===== src/rtl/ps2_key_tracker_pkg.sv =====
// Shared definitions for the PS/2 key tracker: receiver states, scancodes
// and key_held bit positions.
package ps2_key_tracker_pkg;

    typedef enum logic [1:0] {
        RX_IDLE   = 2'd0,
        RX_DATA   = 2'd1,
        RX_PARITY = 2'd2,
        RX_STOP   = 2'd3
    } rx_state_e;

    localparam int KEY_W = 13;

    localparam logic [7:0] SC_EXT    = 8'hE0;
    localparam logic [7:0] SC_BRK    = 8'hF0;
    localparam logic [7:0] SC_NOTE1  = 8'h16;
    localparam logic [7:0] SC_NOTE2  = 8'h1E;
    localparam logic [7:0] SC_NOTE3  = 8'h26;
    localparam logic [7:0] SC_NOTE4  = 8'h25;
    localparam logic [7:0] SC_NOTE5  = 8'h2E;
    localparam logic [7:0] SC_NOTE6  = 8'h36;
    localparam logic [7:0] SC_NOTE7  = 8'h3D;
    localparam logic [7:0] SC_PLUS   = 8'h55;
    localparam logic [7:0] SC_MINUS  = 8'h4E;
    localparam logic [7:0] SC_UP     = 8'h75;
    localparam logic [7:0] SC_DOWN   = 8'h72;
    localparam logic [7:0] SC_LEFT   = 8'h6B;
    localparam logic [7:0] SC_RIGHT  = 8'h74;

    localparam int KEY_NOTE1   = 0;
    localparam int KEY_NOTE2   = 1;
    localparam int KEY_NOTE3   = 2;
    localparam int KEY_NOTE4   = 3;
    localparam int KEY_NOTE5   = 4;
    localparam int KEY_NOTE6   = 5;
    localparam int KEY_NOTE7   = 6;
    localparam int KEY_OCT_UP  = 7;
    localparam int KEY_OCT_DN  = 8;
    localparam int KEY_UP      = 9;
    localparam int KEY_DOWN    = 10;
    localparam int KEY_LEFT    = 11;
    localparam int KEY_RIGHT   = 12;

    // One-hot key_held mask for a non-prefix code; zero when the code is
    // unmapped or arrives with the wrong extended-prefix state.
    function automatic logic [KEY_W-1:0] key_mask(input logic [7:0] code, input logic ext);
        logic [KEY_W-1:0] m;
        m = '0;
        if (!ext) begin
            case (code)
                SC_NOTE1: m[KEY_NOTE1]  = 1'b1;
                SC_NOTE2: m[KEY_NOTE2]  = 1'b1;
                SC_NOTE3: m[KEY_NOTE3]  = 1'b1;
                SC_NOTE4: m[KEY_NOTE4]  = 1'b1;
                SC_NOTE5: m[KEY_NOTE5]  = 1'b1;
                SC_NOTE6: m[KEY_NOTE6]  = 1'b1;
                SC_NOTE7: m[KEY_NOTE7]  = 1'b1;
                SC_PLUS:  m[KEY_OCT_UP] = 1'b1;
                SC_MINUS: m[KEY_OCT_DN] = 1'b1;
                default:  m = '0;
            endcase
        end else begin
            case (code)
                SC_UP:    m[KEY_UP]    = 1'b1;
                SC_DOWN:  m[KEY_DOWN]  = 1'b1;
                SC_LEFT:  m[KEY_LEFT]  = 1'b1;
                SC_RIGHT: m[KEY_RIGHT] = 1'b1;
                default:  m = '0;
            endcase
        end
        return m;
    endfunction

endpackage


===== src/rtl/ps2_key_tracker_if.sv =====
// PS/2 line inputs and decoded key outputs of the key tracker.
interface ps2_key_tracker_if;
    logic        ps2_clk;
    logic        ps2_data;
    logic [7:0]  scan_byte;
    logic        scan_valid;
    logic        frame_err;
    logic [12:0] key_held;

    modport master (
        output ps2_clk,
        output ps2_data,
        input  scan_byte,
        input  scan_valid,
        input  frame_err,
        input  key_held
    );

    modport slave (
        input  ps2_clk,
        input  ps2_data,
        output scan_byte,
        output scan_valid,
        output frame_err,
        output key_held
    );
endinterface


===== src/rtl/ps2_frame_rx.sv =====
// PS/2 frame receiver: synchronizes the raw lines, deframes 11-bit frames
// and reports good bytes or parity/stop/timeout errors as one-cycle pulses.
//
// state     | meaning
// RX_IDLE   | waiting for a start bit (data 0 on a falling edge)
// RX_DATA   | shifting in 8 data bits, LSB first
// RX_PARITY | capturing the odd-parity bit
// RX_STOP   | checking stop bit and parity, then back to idle
module ps2_frame_rx
    import ps2_key_tracker_pkg::*;
#(
    parameter int TIMEOUT_CYCLES = 100000,
    parameter int SYNC_STAGES    = 2
) (
    input  logic       clk,
    input  logic       sys_rst,
    input  logic       ps2_clk_i,
    input  logic       ps2_data_i,
    output logic [7:0] byte_o,
    output logic       valid_o,
    output logic       err_o
);

    localparam int TW = $clog2(TIMEOUT_CYCLES + 1);
    localparam logic [TW-1:0] TMO_LAST = TW'(TIMEOUT_CYCLES - 1);

    logic [SYNC_STAGES-1:0] clk_sync_q, dat_sync_q;
    logic [SYNC_STAGES:0]   clk_sync_d, dat_sync_d;
    logic                   clk_prev_q;
    logic                   clk_s, dat_s, fall;

    rx_state_e   state_q, state_d;
    logic [2:0]  bit_cnt_q;
    logic [7:0]  shift_q;
    logic        parity_q;
    logic [TW-1:0] tmo_q, tmo_d;
    logic        timeout, stop_ok, stop_bad;
    logic [7:0]  byte_q;
    logic        valid_q, err_q;

    assign clk_sync_d = {clk_sync_q, ps2_clk_i};
    assign dat_sync_d = {dat_sync_q, ps2_data_i};
    assign clk_s = clk_sync_q[SYNC_STAGES-1];
    assign dat_s = dat_sync_q[SYNC_STAGES-1];
    assign fall  = clk_prev_q & ~clk_s;

    // Idle-high lines: synchronizers reset to 1 so reset never fakes an edge
    always_ff @(posedge clk) begin
        if (sys_rst) begin
            clk_sync_q <= '1;
            dat_sync_q <= '1;
            clk_prev_q <= 1'b1;
        end else begin
            clk_sync_q <= clk_sync_d[SYNC_STAGES-1:0];
            dat_sync_q <= dat_sync_d[SYNC_STAGES-1:0];
            clk_prev_q <= clk_s;
        end
    end

    always_ff @(posedge clk) begin
        if (sys_rst) state_q <= RX_IDLE;
        else         state_q <= state_d;
    end

    always_comb begin
        state_d = state_q;
        case (state_q)
            RX_IDLE:   if (fall && !dat_s)              state_d = RX_DATA;
            RX_DATA:   if (fall && bit_cnt_q == 3'd7)   state_d = RX_PARITY;
            RX_PARITY: if (fall)                        state_d = RX_STOP;
            RX_STOP:   if (fall)                        state_d = RX_IDLE;
            default:                                    state_d = RX_IDLE;
        endcase
        if (timeout) state_d = RX_IDLE;
    end

    always_comb begin
        timeout  = (state_q != RX_IDLE) && !fall && (tmo_q >= TMO_LAST);
        stop_ok  = (state_q == RX_STOP) && fall && dat_s && (^{shift_q, parity_q});
        stop_bad = (state_q == RX_STOP) && fall && !(dat_s && (^{shift_q, parity_q}));
        if (state_q == RX_IDLE || fall) tmo_d = '0;
        else if (tmo_q != '1)           tmo_d = tmo_q + 1'b1;
        else                            tmo_d = tmo_q;
    end

    always_ff @(posedge clk) begin
        if (sys_rst) begin
            bit_cnt_q <= '0;
            shift_q   <= '0;
            parity_q  <= 1'b0;
            tmo_q     <= '0;
            byte_q    <= '0;
            valid_q   <= 1'b0;
            err_q     <= 1'b0;
        end else begin
            tmo_q   <= tmo_d;
            valid_q <= stop_ok;
            err_q   <= stop_bad | timeout;
            if (stop_ok) byte_q <= shift_q;
            if (fall) begin
                case (state_q)
                    RX_IDLE: if (!dat_s) begin
                        bit_cnt_q <= '0;
                        shift_q   <= '0;
                    end
                    RX_DATA: begin
                        shift_q   <= {dat_s, shift_q[7:1]};
                        bit_cnt_q <= bit_cnt_q + 3'd1;
                    end
                    RX_PARITY: parity_q <= dat_s;
                    default: ;
                endcase
            end
        end
    end

    assign byte_o  = byte_q;
    assign valid_o = valid_q;
    assign err_o   = err_q;

endmodule


===== src/rtl/ps2_key_tracker.sv =====
// PS/2 keyboard tracker: receives scancodes and maintains a bitmap of held
// note, octave and arrow keys, honouring E0 (extended) and F0 (break) prefixes.
module ps2_key_tracker
    import ps2_key_tracker_pkg::*;
#(
    parameter int TIMEOUT_CYCLES = 100000,
    parameter int SYNC_STAGES    = 2
) (
    input  logic              clk,
    input  logic              sys_rst,
    ps2_key_tracker_if.slave  bus
);

    logic [7:0]       rx_byte;
    logic             rx_valid, rx_err;
    logic             ext_q, ext_d;
    logic             brk_q, brk_d;
    logic [KEY_W-1:0] key_held_q, key_held_d;
    logic [KEY_W-1:0] mask;

    ps2_frame_rx #(
        .TIMEOUT_CYCLES (TIMEOUT_CYCLES),
        .SYNC_STAGES    (SYNC_STAGES)
    ) u_rx (
        .clk        (clk),
        .sys_rst    (sys_rst),
        .ps2_clk_i  (bus.ps2_clk),
        .ps2_data_i (bus.ps2_data),
        .byte_o     (rx_byte),
        .valid_o    (rx_valid),
        .err_o      (rx_err)
    );

    always_comb begin
        ext_d      = ext_q;
        brk_d      = brk_q;
        key_held_d = key_held_q;
        mask       = key_mask(rx_byte, ext_q);
        if (rx_err) begin
            ext_d = 1'b0;
            brk_d = 1'b0;
        end else if (rx_valid) begin
            if (rx_byte == SC_EXT) begin
                ext_d = 1'b1;
            end else if (rx_byte == SC_BRK) begin
                brk_d = 1'b1;
            end else begin
                // Unmapped codes give an empty mask and only drop the prefixes
                key_held_d = brk_q ? (key_held_q & ~mask) : (key_held_q | mask);
                ext_d      = 1'b0;
                brk_d      = 1'b0;
            end
        end
    end

    always_ff @(posedge clk) begin
        if (sys_rst) begin
            ext_q      <= 1'b0;
            brk_q      <= 1'b0;
            key_held_q <= '0;
        end else begin
            ext_q      <= ext_d;
            brk_q      <= brk_d;
            key_held_q <= key_held_d;
        end
    end

    assign bus.scan_byte  = rx_byte;
    assign bus.scan_valid = rx_valid;
    assign bus.frame_err  = rx_err;
    assign bus.key_held   = key_held_q;

endmodule


===== src/flat_wrapper.sv =====
// flat-port wrapper written by rule: the top's interface ports become plain ports
module ps2_key_tracker_flat import ps2_key_tracker_pkg::*;
#(
    parameter int TIMEOUT_CYCLES = 100000,
    parameter int SYNC_STAGES    = 2
)
  (clk, sys_rst, bus_ps2_clk, bus_ps2_data, bus_scan_byte, bus_scan_valid, bus_frame_err, bus_key_held);
  ps2_key_tracker_if bus_i ();
  input  logic clk;
  input  logic sys_rst;
  input wire logic [$bits(bus_i.ps2_clk)-1:0] bus_ps2_clk;
  input wire logic [$bits(bus_i.ps2_data)-1:0] bus_ps2_data;
  output wire logic [$bits(bus_i.scan_byte)-1:0] bus_scan_byte;
  output wire logic [$bits(bus_i.scan_valid)-1:0] bus_scan_valid;
  output wire logic [$bits(bus_i.frame_err)-1:0] bus_frame_err;
  output wire logic [$bits(bus_i.key_held)-1:0] bus_key_held;
  assign bus_i.ps2_clk = bus_ps2_clk;
  assign bus_i.ps2_data = bus_ps2_data;
  assign bus_scan_byte = bus_i.scan_byte;
  assign bus_scan_valid = bus_i.scan_valid;
  assign bus_frame_err = bus_i.frame_err;
  assign bus_key_held = bus_i.key_held;
  ps2_key_tracker #(.TIMEOUT_CYCLES(TIMEOUT_CYCLES), .SYNC_STAGES(SYNC_STAGES)) u_core (.clk(clk), .sys_rst(sys_rst), .bus(bus_i));
endmodule

===== config.mk =====
export PLATFORM = sky130hd
export DESIGN_NAME = ps2_key_tracker_flat
export DESIGN_NICKNAME = d
export VERILOG_FILES = /design/src/rtl/ps2_key_tracker_pkg.sv /design/src/rtl/ps2_key_tracker_if.sv /design/src/rtl/ps2_frame_rx.sv /design/src/rtl/ps2_key_tracker.sv /design/src/flat_wrapper.sv
export SDC_FILE = /design/constraint.sdc
export NUM_CORES = 1
export LEC_CHECK = 0
export BUFFER_PORTS_ARGS = -buffer_cell sky130_fd_sc_hd__buf_2
export CAP_MARGIN = 25
export CORE_ASPECT_RATIO = 1.4
export CORE_UTILIZATION = 30
export DETAILED_ROUTE_END_ITERATION = 10
export PLACE_DENSITY = 0.45
export SYNTH_ARGS = -nofsm -noshare
export SYNTH_HDL_FRONTEND = slang
export SYNTH_SLANG_ARGS = --single-unit

===== constraint.sdc =====
create_clock -name clk -period 3.6 [get_ports clk]
set_input_delay 1.08 -clock clk [delete_from_list [all_inputs] [get_ports clk]]
set_output_delay 1.08 -clock clk [all_outputs]
set_load 0.02 [all_outputs]

==> impl_metrics.csv <==
group,metric,value,unit
run_status,status,"finished with violations",
run_status,failed_checks,"DRC",
synthesis,avgSynthCellArea,8.85,um^2
synthesis,synth_top_area_cell,"dfxtp_1",
setup_path,path_class,"reg -> reg",
cells_and_area,synthToLayoutAreaGrowth,18.3,%
clock_tree,clock-root-buffer,"clkbuf_16",
synthesis,synth_warnings,0,
floorplan,dieArea,9630,um^2
floorplan,start_util,0.309,
setup_path,critPathMaxFanout,7,
setup_path,end_kind,"flip-flop",
cells_and_area,fin_util,0.365,
detailed_routing,drt_iter0_drc,80,
setup_path,rrSetupSlack,1180,ps
place,gp_congestion,0.733,
clock_tree,clock_latency,320,ps
synthesis,synth_flop_cell,"dfxtp_1",
synthesis,syn_nets,325,
detailed_routing,ant_nets,0,
timing,fmax,0.413,GHz
timing,setup_viol,0,
place,hpwl,4.29,mm
synthesis,synthArstFlopShare,0,
setup_path,worstPathArrival,2600,ps
place,portBuffers,26,
timing,final_hold_viol_count,0,
timing,hold-worst-slack,409,ps
power,ir_worst_vdd,0.258,mV
detailed_routing,first_pass_iters,7,
synthesis,seq_area_frac_synth,0.441,
setup_path,crit_path_end,"u_core.u_rx.tmo_q[13]",
detailed_routing,wirelength,6.16,mm
clock_tree,cts_hold_buf,0,
clock_tree,cts_buffer_depth,2,
timing,rsz0062_at_grt,"false",
setup_path,start_kind,"flip-flop",
timing,tightest_slew,732,ps
floorplan,core,8980,um^2
clock_tree,cts_resized,0,
detailed_routing,wl_per_cell,13.8,um
synthesis,synth_edf_count,0,
clock_tree,cts_sinks,61,
detailed_routing,vias_per_cell,4.95,
power,p_leak,1.27,nW
cells_and_area,antennaDiodeCount,0,
power,finalPower,1.64,mW
grt,gr-total-overflow,0,
grt,antenna_found_initial,0,
grt,grt_pass1_wl,10.6,mm
setup_path,rr_startpoint,"u_core.u_rx.tmo_q[6]",
synthesis,synth_cell_type_count,37,
cells_and_area,drive_gt1_frac,0.142,
job,max_cap_viol_count,0,
grt,grtUsageTotal,0.139,
detailed_routing,vias,2202,
synthesis,synth_cells,313,
floorplan,rows,41,
synthesis,synth.area.top_cells,"dfxtp_1 (44%), mux2i_1 (8.3%), nor2_1 (6.9%)",
power,power.density,501,nW/um^2
setup_path,timing.rr.end,"u_core.u_rx.tmo_q[13]",
detailed_routing,drcViolationCount,2,
floorplan,pin_count,27,
grt,grt_pass1_vias,2168,
timing,period_needed,2420,ps
cells_and_area,layout.nets,345,
floorplan,die_x,83.2,um
floorplan,die_y,116,um
clock_tree,cts_max_level,3,
clock_tree,cts_made_buffers,9,
clock_tree,clkTransAtPathRegs,50,ps
worst_hold_path,hold_path.class,"reg -> reg",
setup_path,rr_worst_depth,10,
timing,slew_violations,0,
grt,grt_max_degree,38,
timing,fin_setup_tns,0,ps
synthesis,netlist_area,2770,um^2
timing,fin_crit_sh,0.673,
clock_tree,tritoncts,"yes",
timing,skew,7.15,ps
synthesis,ys_ff_latch,61,
synthesis,yosysMostFrequentCell,"dfxtp_1",
setup_path,critPathLaunch,"u_core.u_rx.tmo_q[6]",
setup_path,required,3780,ps
timing,slew_headroom,0.511,
synthesis,yosys.area.top_type_share,0.441,
synthesis,ys_top_cells_by_count,"dfxtp_1 (61), nor2_1 (51), nand2_1 (31)",
clock_tree,postCtsSetupRepairBufs,0,
## how the worst min path moves through the flow
stage | cells after the start | slack [ps] | end | start
after CTS | 1 | 410 | u_core.u_rx.clk_sync_q[1] | u_core.u_rx.clk_sync_q[0]
after global routing | 1 | 420 | u_core.u_rx.clk_sync_q[1] | u_core.u_rx.clk_sync_q[0]
after global placement | 1 | 400 | u_core.u_rx.clk_sync_q[1] | u_core.u_rx.clk_sync_q[0]
after floorplan | 1 | 390 | u_core.u_rx.clk_sync_q[1] | u_core.u_rx.clk_sync_q[0]
after detailed placement | 1 | 400 | u_core.u_rx.clk_sync_q[1] | u_core.u_rx.clk_sync_q[0]
final | 1 | 410 | u_core.u_rx.clk_sync_q[1] | u_core.u_rx.clk_sync_q[0]
## per-stage QoR
stage               setup WS, ps  area, um^2  instances
finish                      1180        3280        445
global route                 865        3280        445
CTS                         1130        3280        445
detailed placement          1060        2970        429
global placement            1100        2970        429
floorplan                   1480        2770        313
## power by group
part	leakage (nW)	total (mW)	switching [mW]	internal (mW)
clock	0.153	0.890	0.288	0.602
combinational	0.622	0.0613	0.0401	0.0212
sequential	0.492	0.692	0.00837	0.684
## kinds of logic after synthesis
kind of cell | count (synthesis) | share of synthesized area
AND/OR/NAND/NOR | 142 | 0.255
flip-flops | 61 | 0.441
AO/OA/AOI/OAI | 31 | 0.0754
buffers and inverters | 26 | 0.0352
multiplexers | 23 | 0.0831
XOR/XNOR | 22 | 0.0749
adder cells (fa/ha/maj) | 8 | 0.0361
## critical path: stages, from the launching register on
cell and delay (ps):
dfxtp_1 430, nand3_1 130, nor2_1 330, nand3_1 130, nor3_1 150, ha_1 360, nand4b_1 270, nor2_1 140
nand4_1 120, xor2_1 150, nor2_1 60
## layout make-up
| cell class | instances | area, um^2 |
|---|---|---|
| inverter | 9 | 33.8 |
| multi-input combinational | 226 | 1450 |
| fill | 952 | 5700 |
| tap | 107 | 134 |
| timing repair buffer | 26 | 130 |
| clock inverter | 5 | 75.1 |
| clock buffer | 11 | 233 |
| sequential | 61 | 1220 |
## layer usage
| layer | up-vias | share of wire | track usage |
|---|---|---|---|
| met3 | 9 | 0.040 | 0.0442 |
| met4 | 0 | 0.012 | 0.0448 |
| met2 | 34 | 0.50 | 0.246 |
| met5 | - | 0 | 0 |
| li1 | 1120 | - | - |
| met1 | 1039 | 0.45 | 0.160 |
## layout by cell type (no fill, tap or decap), types with 3 or more instances in the layout
| master | Yosys | final |
|---|---|---|
| dfxtp_1 | 61 | 61 |
| nor2_1 | 51 | 51 |
| nand2_1 | 31 | 31 |
| buf_2 | 0 | 26 |
| mux2i_1 | 23 | 23 |
| nand3_1 | 11 | 11 |
| xor2_1 | 11 | 11 |
| xnor2_1 | 10 | 10 |
| a22oi_1 | 10 | 10 |
| inv_1 | 9 | 9 |
| a21oi_1 | 9 | 9 |
| clkbuf_16 | 0 | 9 |
| ha_1 | 8 | 8 |
| nor3_1 | 7 | 7 |
| nand4_1 | 6 | 6 |
| nor4_1 | 6 | 6 |
| o21ai_0 | 5 | 5 |
| nand4b_1 | 5 | 5 |
| or2_2 | 5 | 5 |
| and3_1 | 3 | 3 |
| nor4b_1 | 3 | 3 |
| clkinv_2 | 0 | 3 |
No activity file was read; power rests on OpenSTA's default activity.
